[src/rtl/jtdsp16_rsel_pipe.sv]
// -----------------------------------------------------------------------------
// jtdsp16_rsel_pipe
//
// Pipelined register-read selector for the JTDSP16 core. It picks one of N
// W-bit register sources and returns the value through PIPE register stages.
// Each result carries a valid flag and can be held by a downstream stall.
// Entries are kept coherent with register write-backs that land while the
// read is still in flight.
//
// Parameters:
//   W     data width of each source
//   N     number of sources (2..8)
//   SELW  width of select fields (2**SELW >= N)
//   PIPE  number of register stages (1 or 2)
//
// Ports:
//   clk      system clock
//   rst_n    asynchronous active-low reset
//   cen      clock enable; state advances only on clk edges with cen=1
//   src      concatenated sources, source i at bits [i*W +: W]
//   rsel     read source select
//   rd_req   read request, sampled together with rsel
//   stall    downstream hold; no stage advances and rd_req is ignored
//   wr_en    register write-back strobe
//   wr_sel   write-back destination
//   wr_data  write-back data
//   rmux     selected value (last stage register)
//   rvalid   rmux holds a valid read result
//   rsel_q   effective select of the result in rmux
//   fwd      result in rmux came from, or was updated by, wr_data
// -----------------------------------------------------------------------------
module jtdsp16_rsel_pipe #(
  parameter int W    = 16,
  parameter int N    = 4,
  parameter int SELW = 3,
  parameter int PIPE = 1
) (
  input  logic              clk,
  input  logic              rst_n,
  input  logic              cen,
  input  logic [N*W-1:0]    src,
  input  logic [SELW-1:0]   rsel,
  input  logic              rd_req,
  input  logic              stall,
  input  logic              wr_en,
  input  logic [SELW-1:0]   wr_sel,
  input  logic [W-1:0]      wr_data,
  output logic [W-1:0]      rmux,
  output logic              rvalid,
  output logic [SELW-1:0]   rsel_q,
  output logic              fwd
);

  // Out-of-range selects alias to the last source, for reads and writes alike,
  // so a write to an aliased index is seen by a read of the same alias.
  function automatic logic [SELW-1:0] eff_sel(input logic [SELW-1:0] x);
    if (int'(x) < N) eff_sel = x;
    else             eff_sel = SELW'(N-1);
  endfunction

  logic [SELW-1:0] eff_rsel;
  logic [SELW-1:0] eff_wsel;
  logic [W-1:0]    cap_src;
  logic [W-1:0]    cap_data;
  logic            cap_fwd;

  assign eff_rsel = eff_sel(rsel);
  assign eff_wsel = eff_sel(wr_sel);

  // Source mux written as a compare loop so the select width never has to
  // match the index width of an array.
  always_comb begin
    // NOTE: every always_comb output gets a default first; a path that leaves
    // it unassigned would infer a latch.
    cap_src = '0;
    for (int i = 0; i < N; i++) begin
      if (eff_rsel == SELW'(i)) cap_src = src[i*W +: W];
    end
  end

  // A write landing on the same edge as the read overrides the register file,
  // whose src view only reflects the write from the next edge onward.
  assign cap_fwd  = wr_en && (eff_wsel == eff_rsel);
  assign cap_data = cap_fwd ? wr_data : cap_src;

  // Stage state; index 0 is the capture stage, PIPE-1 drives the outputs.
  logic [PIPE-1:0] vld_q, vld_d;
  logic [PIPE-1:0] fwd_q, fwd_d;
  logic [SELW-1:0] sel_q [PIPE];
  logic [SELW-1:0] sel_d [PIPE];
  logic [W-1:0]    dat_q [PIPE];
  logic [W-1:0]    dat_d [PIPE];

  // Late-forwarded view of each stage: what the entry looks like once a write
  // landing on this edge has been applied. Used both for holding and for
  // advancing, so a forwarded value travels with its entry.
  logic [PIPE-1:0] lf_hit;
  logic [PIPE-1:0] lf_fwd;
  logic [W-1:0]    lf_dat [PIPE];

  always_comb begin
    for (int k = 0; k < PIPE; k++) begin
      lf_hit[k] = wr_en && vld_q[k] && (sel_q[k] == eff_wsel);
      lf_dat[k] = lf_hit[k] ? wr_data : dat_q[k];
      lf_fwd[k] = fwd_q[k] | lf_hit[k];
    end
  end

  always_comb begin
    vld_d = vld_q;
    fwd_d = fwd_q;
    sel_d = sel_q;
    dat_d = dat_q;
    if (cen) begin
      if (stall) begin
        // Hold: valid and select stay, only late forwarding applies.
        for (int k = 0; k < PIPE; k++) begin
          dat_d[k] = lf_dat[k];
          fwd_d[k] = lf_fwd[k];
        end
      end else begin
        if (rd_req) begin
          vld_d[0] = 1'b1;
          sel_d[0] = eff_rsel;
          dat_d[0] = cap_data;
          fwd_d[0] = cap_fwd;
        end else begin
          // Bubble: drop valid but keep the payload so the bus does not toggle.
          vld_d[0] = 1'b0;
          dat_d[0] = lf_dat[0];
          fwd_d[0] = lf_fwd[0];
        end
        for (int k = 1; k < PIPE; k++) begin
          vld_d[k] = vld_q[k-1];
          sel_d[k] = sel_q[k-1];
          dat_d[k] = lf_dat[k-1];
          fwd_d[k] = lf_fwd[k-1];
        end
      end
    end
  end

  // NOTE: the stage registers are few and reset is required to discard an
  // in-flight read, so the whole array is reset rather than just the flags.
  always_ff @(posedge clk or negedge rst_n) begin
    if (!rst_n) begin
      vld_q <= '0;
      fwd_q <= '0;
      for (int k = 0; k < PIPE; k++) begin
        sel_q[k] <= '0;
        dat_q[k] <= '0;
      end
    end else begin
      // NOTE: state uses non-blocking assignments so every stage samples the
      // pre-edge value of its predecessor.
      vld_q <= vld_d;
      fwd_q <= fwd_d;
      for (int k = 0; k < PIPE; k++) begin
        sel_q[k] <= sel_d[k];
        dat_q[k] <= dat_d[k];
      end
    end
  end

  assign rmux   = dat_q[PIPE-1];
  assign rvalid = vld_q[PIPE-1];
  assign rsel_q = sel_q[PIPE-1];
  assign fwd    = fwd_q[PIPE-1];

endmodule
[config.mk]
export PLATFORM = sky130hd
export DESIGN_NAME = jtdsp16_rsel_pipe
export DESIGN_NICKNAME = d
export VERILOG_FILES = /design/src/rtl/jtdsp16_rsel_pipe.sv
export SDC_FILE = /design/constraint.sdc
export NUM_CORES = 1
export LEC_CHECK = 0
export CORE_UTILIZATION = 39
export CTS_CLUSTER_SIZE = 24
export DETAILED_ROUTE_END_ITERATION = 16
export PLACE_DENSITY_LB_ADDON = 0.2
export SLEW_MARGIN = 5
export SYNTH_ARGS = -nofsm -noshare
export SYNTH_HDL_FRONTEND = slang
export SYNTH_SLANG_ARGS = --single-unit
[constraint.sdc]
create_clock -name clk -period 4.2 [get_ports clk]
set_clock_uncertainty 0.2 [all_clocks]
set_input_delay 0.84 -clock clk [delete_from_list [all_inputs] [get_ports clk]]
set_output_delay 0.84 -clock clk [all_outputs]
set_load 0.005 [all_outputs]
==> After elaboration in Yosys (flattened, before gate mapping) <==
Cells that the tools add are included.
{ "word_totals": {"output_inout_bits": 21, "register_bits": 21, "mem_bits_ro": 0, "latchBits": 0, "mem_count": 0, "mem_bits_rw": 0, "inputBits": 92} }
{ "op_classes": {"div_mod_pow": 0, "bitwise": 2, "shifts": 0, "n_reduce_logical": 6, "n_mux": 13, "add_sub_neg": 0, "eq_ne": 5, "n_lt_le_gt_ge": 2, "multipliers": 0} }
{ "op_table": {"columns": ["cell", "count"], "rows": [
  ["$mux W16", 8],
  ["$eq A3 B2 Y1 const B", 2],
  ["$eq A3 B3 Y1", 2],
  ["$lt A3 B3 Y1 const B", 2],
  ["$mux W3", 2],
  ["$eq A3 B1 Y1 const B", 1],
  ["$logic_and A1 B1 Y1", 3],
  ["$logic_not A3 Y1", 1],
  ["$mux W1", 3],
  ["$reduce_and A3 Y1", 1],
  ["$reduce_and A2 Y1", 1],
  ["$not A1 Y1", 1],
  ["$or A1 B1 Y1", 1]
]} }

==> Longest topological paths before layout <==
{ "depth": {"word_depth": 10, "depth_mapped": 8, "ltp_nobuf": 5} }

==> Least setup slack after synthesis <==
OpenSTA, ideal clock, no wires.
{ "synth_timing": {"path_kind": "input to register", "from": "input port wr_sel[1]", "to": "register dat_q (netlist bit rmux[10])", "setup_ns": 0.124, "stages": 6, "t_required_ns": 3.876, "setup_slack_ns": 1.488, "t_arrival_ns": 2.388, "cell_sequence": "buf_6 -> or3_4 -> a221oi_4 -> o221ai_4 -> mux2_4 -> a211o_1"} }
{ "synth_via": {"elab_chain_cells": 7, "word_cells_on_any_way": 10, "cone_classes": "order compare (1); eq/ne (2); mux (5); reduce/logical (2)"} }
{ "synth_lines": {"columns": ["element", "line_no", "rtl"], "rows": [
  ["from (decl)", "46", "input logic [SELW-1:0] wr_sel,"],
  ["$lt A3 B3 Y1", "57", "if (int'(x) < N) eff_sel = x;"],
  ["$mux W3 (*)", "57", null],
  ["$eq A3 B3 Y1, on equally long branches", "103, 83", null],
  ["$logic_and A1 B1 Y1, on equally long branches", "103, 83", null],
  ["$mux W16, on equally long branches", "104, 84", null],
  ["$mux W16", "122", "if (rd_req) begin"],
  ["$mux W16 (*)", "115", "if (stall) begin"],
  ["to (signal, indexed assignment)", "160", "dat_q[k] <= dat_d[k];"],
  ["to (decl)", "91", "logic [W-1:0] dat_q [PIPE];"]
]} }
Every way passes the cells marked *; elsewhere a longest branch is shown, timed or not.
A chain may end at the register's enable or synchronous reset.

==> Worst setup path in the final report <==
{ "layout_timing": {"from": "input port rsel[0]", "to": "register dat_q (netlist bit rmux[10])"} }
{ "layout_via": {"elab_chain_cells": 10, "word_cells_on_any_way": 15, "cone_classes": "order compare (1); eq/ne (4); mux (8); reduce/logical (2)"} }
{ "layout_lines": {"columns": ["element", "line_no", "rtl"], "rows": [
  ["from (decl)", "42", "input logic [SELW-1:0] rsel,"],
  ["$lt A3 B3 Y1", "57", null],
  ["$mux W3 (*)", "57", null],
  ["$logic_not A3 Y1", "77", "if (eff_rsel == SELW'(i)) cap_src = src[i*W +: W];"],
  ["$mux W16 (4 in series)", "77", null],
  ["$mux W16 (*)", "84", "assign cap_data = cap_fwd ? wr_data : cap_src;"],
  ["$mux W16 (*)", "122", null],
  ["$mux W16 (*)", "115", null]
]} }
Marked as above.

==> impl_results.md <==
- First-pass GRT wire length: 7910 um
- Tightest Pin Transition: 1.11 ns
- Sequential-to-total area share from yosys stat: 28.9%
- # rows: 23
- RSZ-0062 raised after global routing: false
- Routed vias: 1919
- Cts bufs inserted: 3
- Root Driver: clkbuf_8
- Final instance area: 2920 um^2
- Mapped cell area: 1730 um^2
- Port bufs: 111
- FF-to-FF setup slack: 1.84 ns
- Slew margin rel.: 25.7%
- Die W: 68.6 um
- Fin. Hold Viols: 0
- Asr flop ratio synth: 100%
- R2r worst-path depth: 5
- Total Wirelength: 5080 um
- Worst hold endpoint: rmux[11]
- FMAX: 0.318 GHz
- Die Ht: 68.6 um
- Fraction of final layout cells sized beyond drive strength 1: 5.33%
- Yosys top cell by area: dfrtp_1
- Hold Buf Count CTS: 0
- Hold Crit Depth: 2
- Final worst path period share: 75.0%
- Warning count from the yosys run: 0
- Fin. max-slew vios: 0
- Hold crit path type: reg -> reg
- CP Max Fanout: 17
- H-tree depth: 1
- Fin Hold WS: 0.351 ns
- Ant. Diodes: 0
- DR iter-0 viols: 123
- Post-cts resize count: 0
- Area share of the largest cell type after synthesis: 28.9%
- VDD IR max: 0.000126 V
- Placed cell area: 2850 um^2
- EDFF count, synth: 0
- Critical Path AT: 3.09 ns
- CP Class: in -> reg
- First-pass DRT Iterations: 4
- Clock sink total: 20
- CP Capture Type: flop
- FF+latch count, synth: 20
- Reg clk slew, reported paths: 0.07 ns
- Starting density of the core: 41.8%
- Yosys cell types: 41
- DRC: 0
- Synth top area cells: dfrtp_1 (29%), mux2i_1 (9.8%), o221a_1 (9.8%)
- GRT Util Overall: 22.0%
- Final Power: 0.804 mW
- Min cycle time layout: 3.15 ns
- Max Cap Viol: 0
- Initial antenna violation count: 0
- CTS tree: yes
- Nature of the critical path startpoint: primary input
- P&R area growth vs syn: 68.9%
- Post-CTS Setup Bufs: 0
- Nets@finish: 393
- I/O pin total: 113
- End of the worst register-to-register path: rmux[10]
- Status: completed
- Total grt overflow: 0
- Pin count of the biggest net entering global routing: 33
- Vias in the first global route: 1732
- WL per Instance: 14.5 um
- Required time of the critical path: 4.14 ns
- Min setup slack post-route: 1.05 ns
- Antenna Violating Nets Remaining: 0
- Via/cell ratio: 5.48
- Reg2reg start: rsel_q[1]
- CORE AREA: 4140 um^2
- Worst-Skew Late Latency: 0.25 ns
- Final setup TNS: 0 ns
- LEAKAGE: 1.14 nW
- Worst Min Path Start: rmux[11]
- Die area: 4710 um^2
- Final Setup Violations: 0
- Pwr Density: 275 nW/um^2
- Syn nets: 290
- Clock Tree Buf Depth: 2
- Cells after synthesis: 198
- Detailed placement HPWL: 4120 um
- Worst slack at placement: 0.789 ns
- Primary FF master, synth: dfrtp_1
- Syn Area/Cell: 8.75 um^2
- Final Wtd Congestion: 0.857
## cell families after synthesis
family	Yosys count	share of synthesized area (%)
xor+xnor	1	0.506
simple gates	55	15.5
other cells	1	0.217
mux	18	10.7
flops	20	28.9
compound gates	82	38.5
buf+inv	21	5.64
## report_power, final
group / switching [mW] / internal, mW / total [mW]
clock network: 0.0615 / 0.127 / 0.189
logic: 0.115 / 0.230 / 0.346
registers: 0.0311 / 0.238 / 0.270
## critical path: stages
cell and delay, ns:
clkdlybuf4s50_1 0.49, or4_1 0.57, o221ai_2 0.27, o221ai_4 0.27
mux2_4 0.36, a211o_1 0.28
## through the flow
step	std cells	utilization, %
floorplan	198	-
global placement	346	68.8
detailed placement	346	68.8
CTS	350	70.6
global route	350	70.6
finish	350	70.6
## final cells by class
| type | instances | area (um^2) |
|---|---|---|
| Fill cell | 344 | 1220 |
| Timing Repair Buffer | 115 | 1140 |
| Multi-Input combinational cell | 157 | 1130 |
| Sequential cell | 20 | 500 |
| Tap cell | 50 | 62.6 |
| Clock buffer | 3 | 41.3 |
| Clock inverter | 1 | 30.0 |
| Inverter | 4 | 15.0 |
## layer usage
layer	GRT usage (%)	vias to the layer above	part of all wire [%]
met4	4.69	0	0.63
met2	34.9	88	46
met5	0	-	0
met1	31.3	858	47
li1	-	971	-
met3	3.45	2	7.2
## state kept, by name, indices dropped and copies added (netlist names)
register,count
fwd,1
rmux,16
rsel_q,2
rvalid,1
## cells in the final DEF, fill, tap and decap left out, drive strengths merged
master,count
nand4bb,1
nor3,1
dfrtp,20
a22o,16
o311a,1
clkbuf,3
or2,2
xnor2,1
nor2b,1
inv,4
nand3b,2
buf,4
nor2,6
o221a,16
or3,1
conb,1
clkdlybuf4s50,111
nand2,22
a21oi,20
nand2b,2
a221oi,1
mux2i,17
a221o,2
bufinv,1
o21a,1
a211o,1
o21ai,16
o21bai,1
a2bb2oi,1
o221ai,2
mux2,1
nor3b,1
o311ai,1
o31ai,1
or4,1
nand3,15
o211ai,2
## synthesized netlist by cell type (2+ instances only)
cell	n
o221a_1	15
buf_2	6
inv_1	4
nand3b_1	2
mux2i_1	17
a221o_1	2
o21ai_0	16
a22o_1	16
dfrtp_1	20
nand2b_1	2
clkbuf_1	9
nand2_1	22
nor2_1	6
a21oi_1	20
nand3_1	15
## worst max-delay path by stage
stage,startpoint,endpoint,cells past startpoint
after floorplan,wr_sel[1],rmux[10],6
after global placement,rsel[0],rmux[10],6
after detailed placement,rsel[1],rmux[10],6
after CTS,rsel[1],rmux[10],6
after global routing,wr_sel[0],rmux[10],6
final,rsel[0],rmux[10],6
No activity file was read; power rests on OpenSTA's default activity.
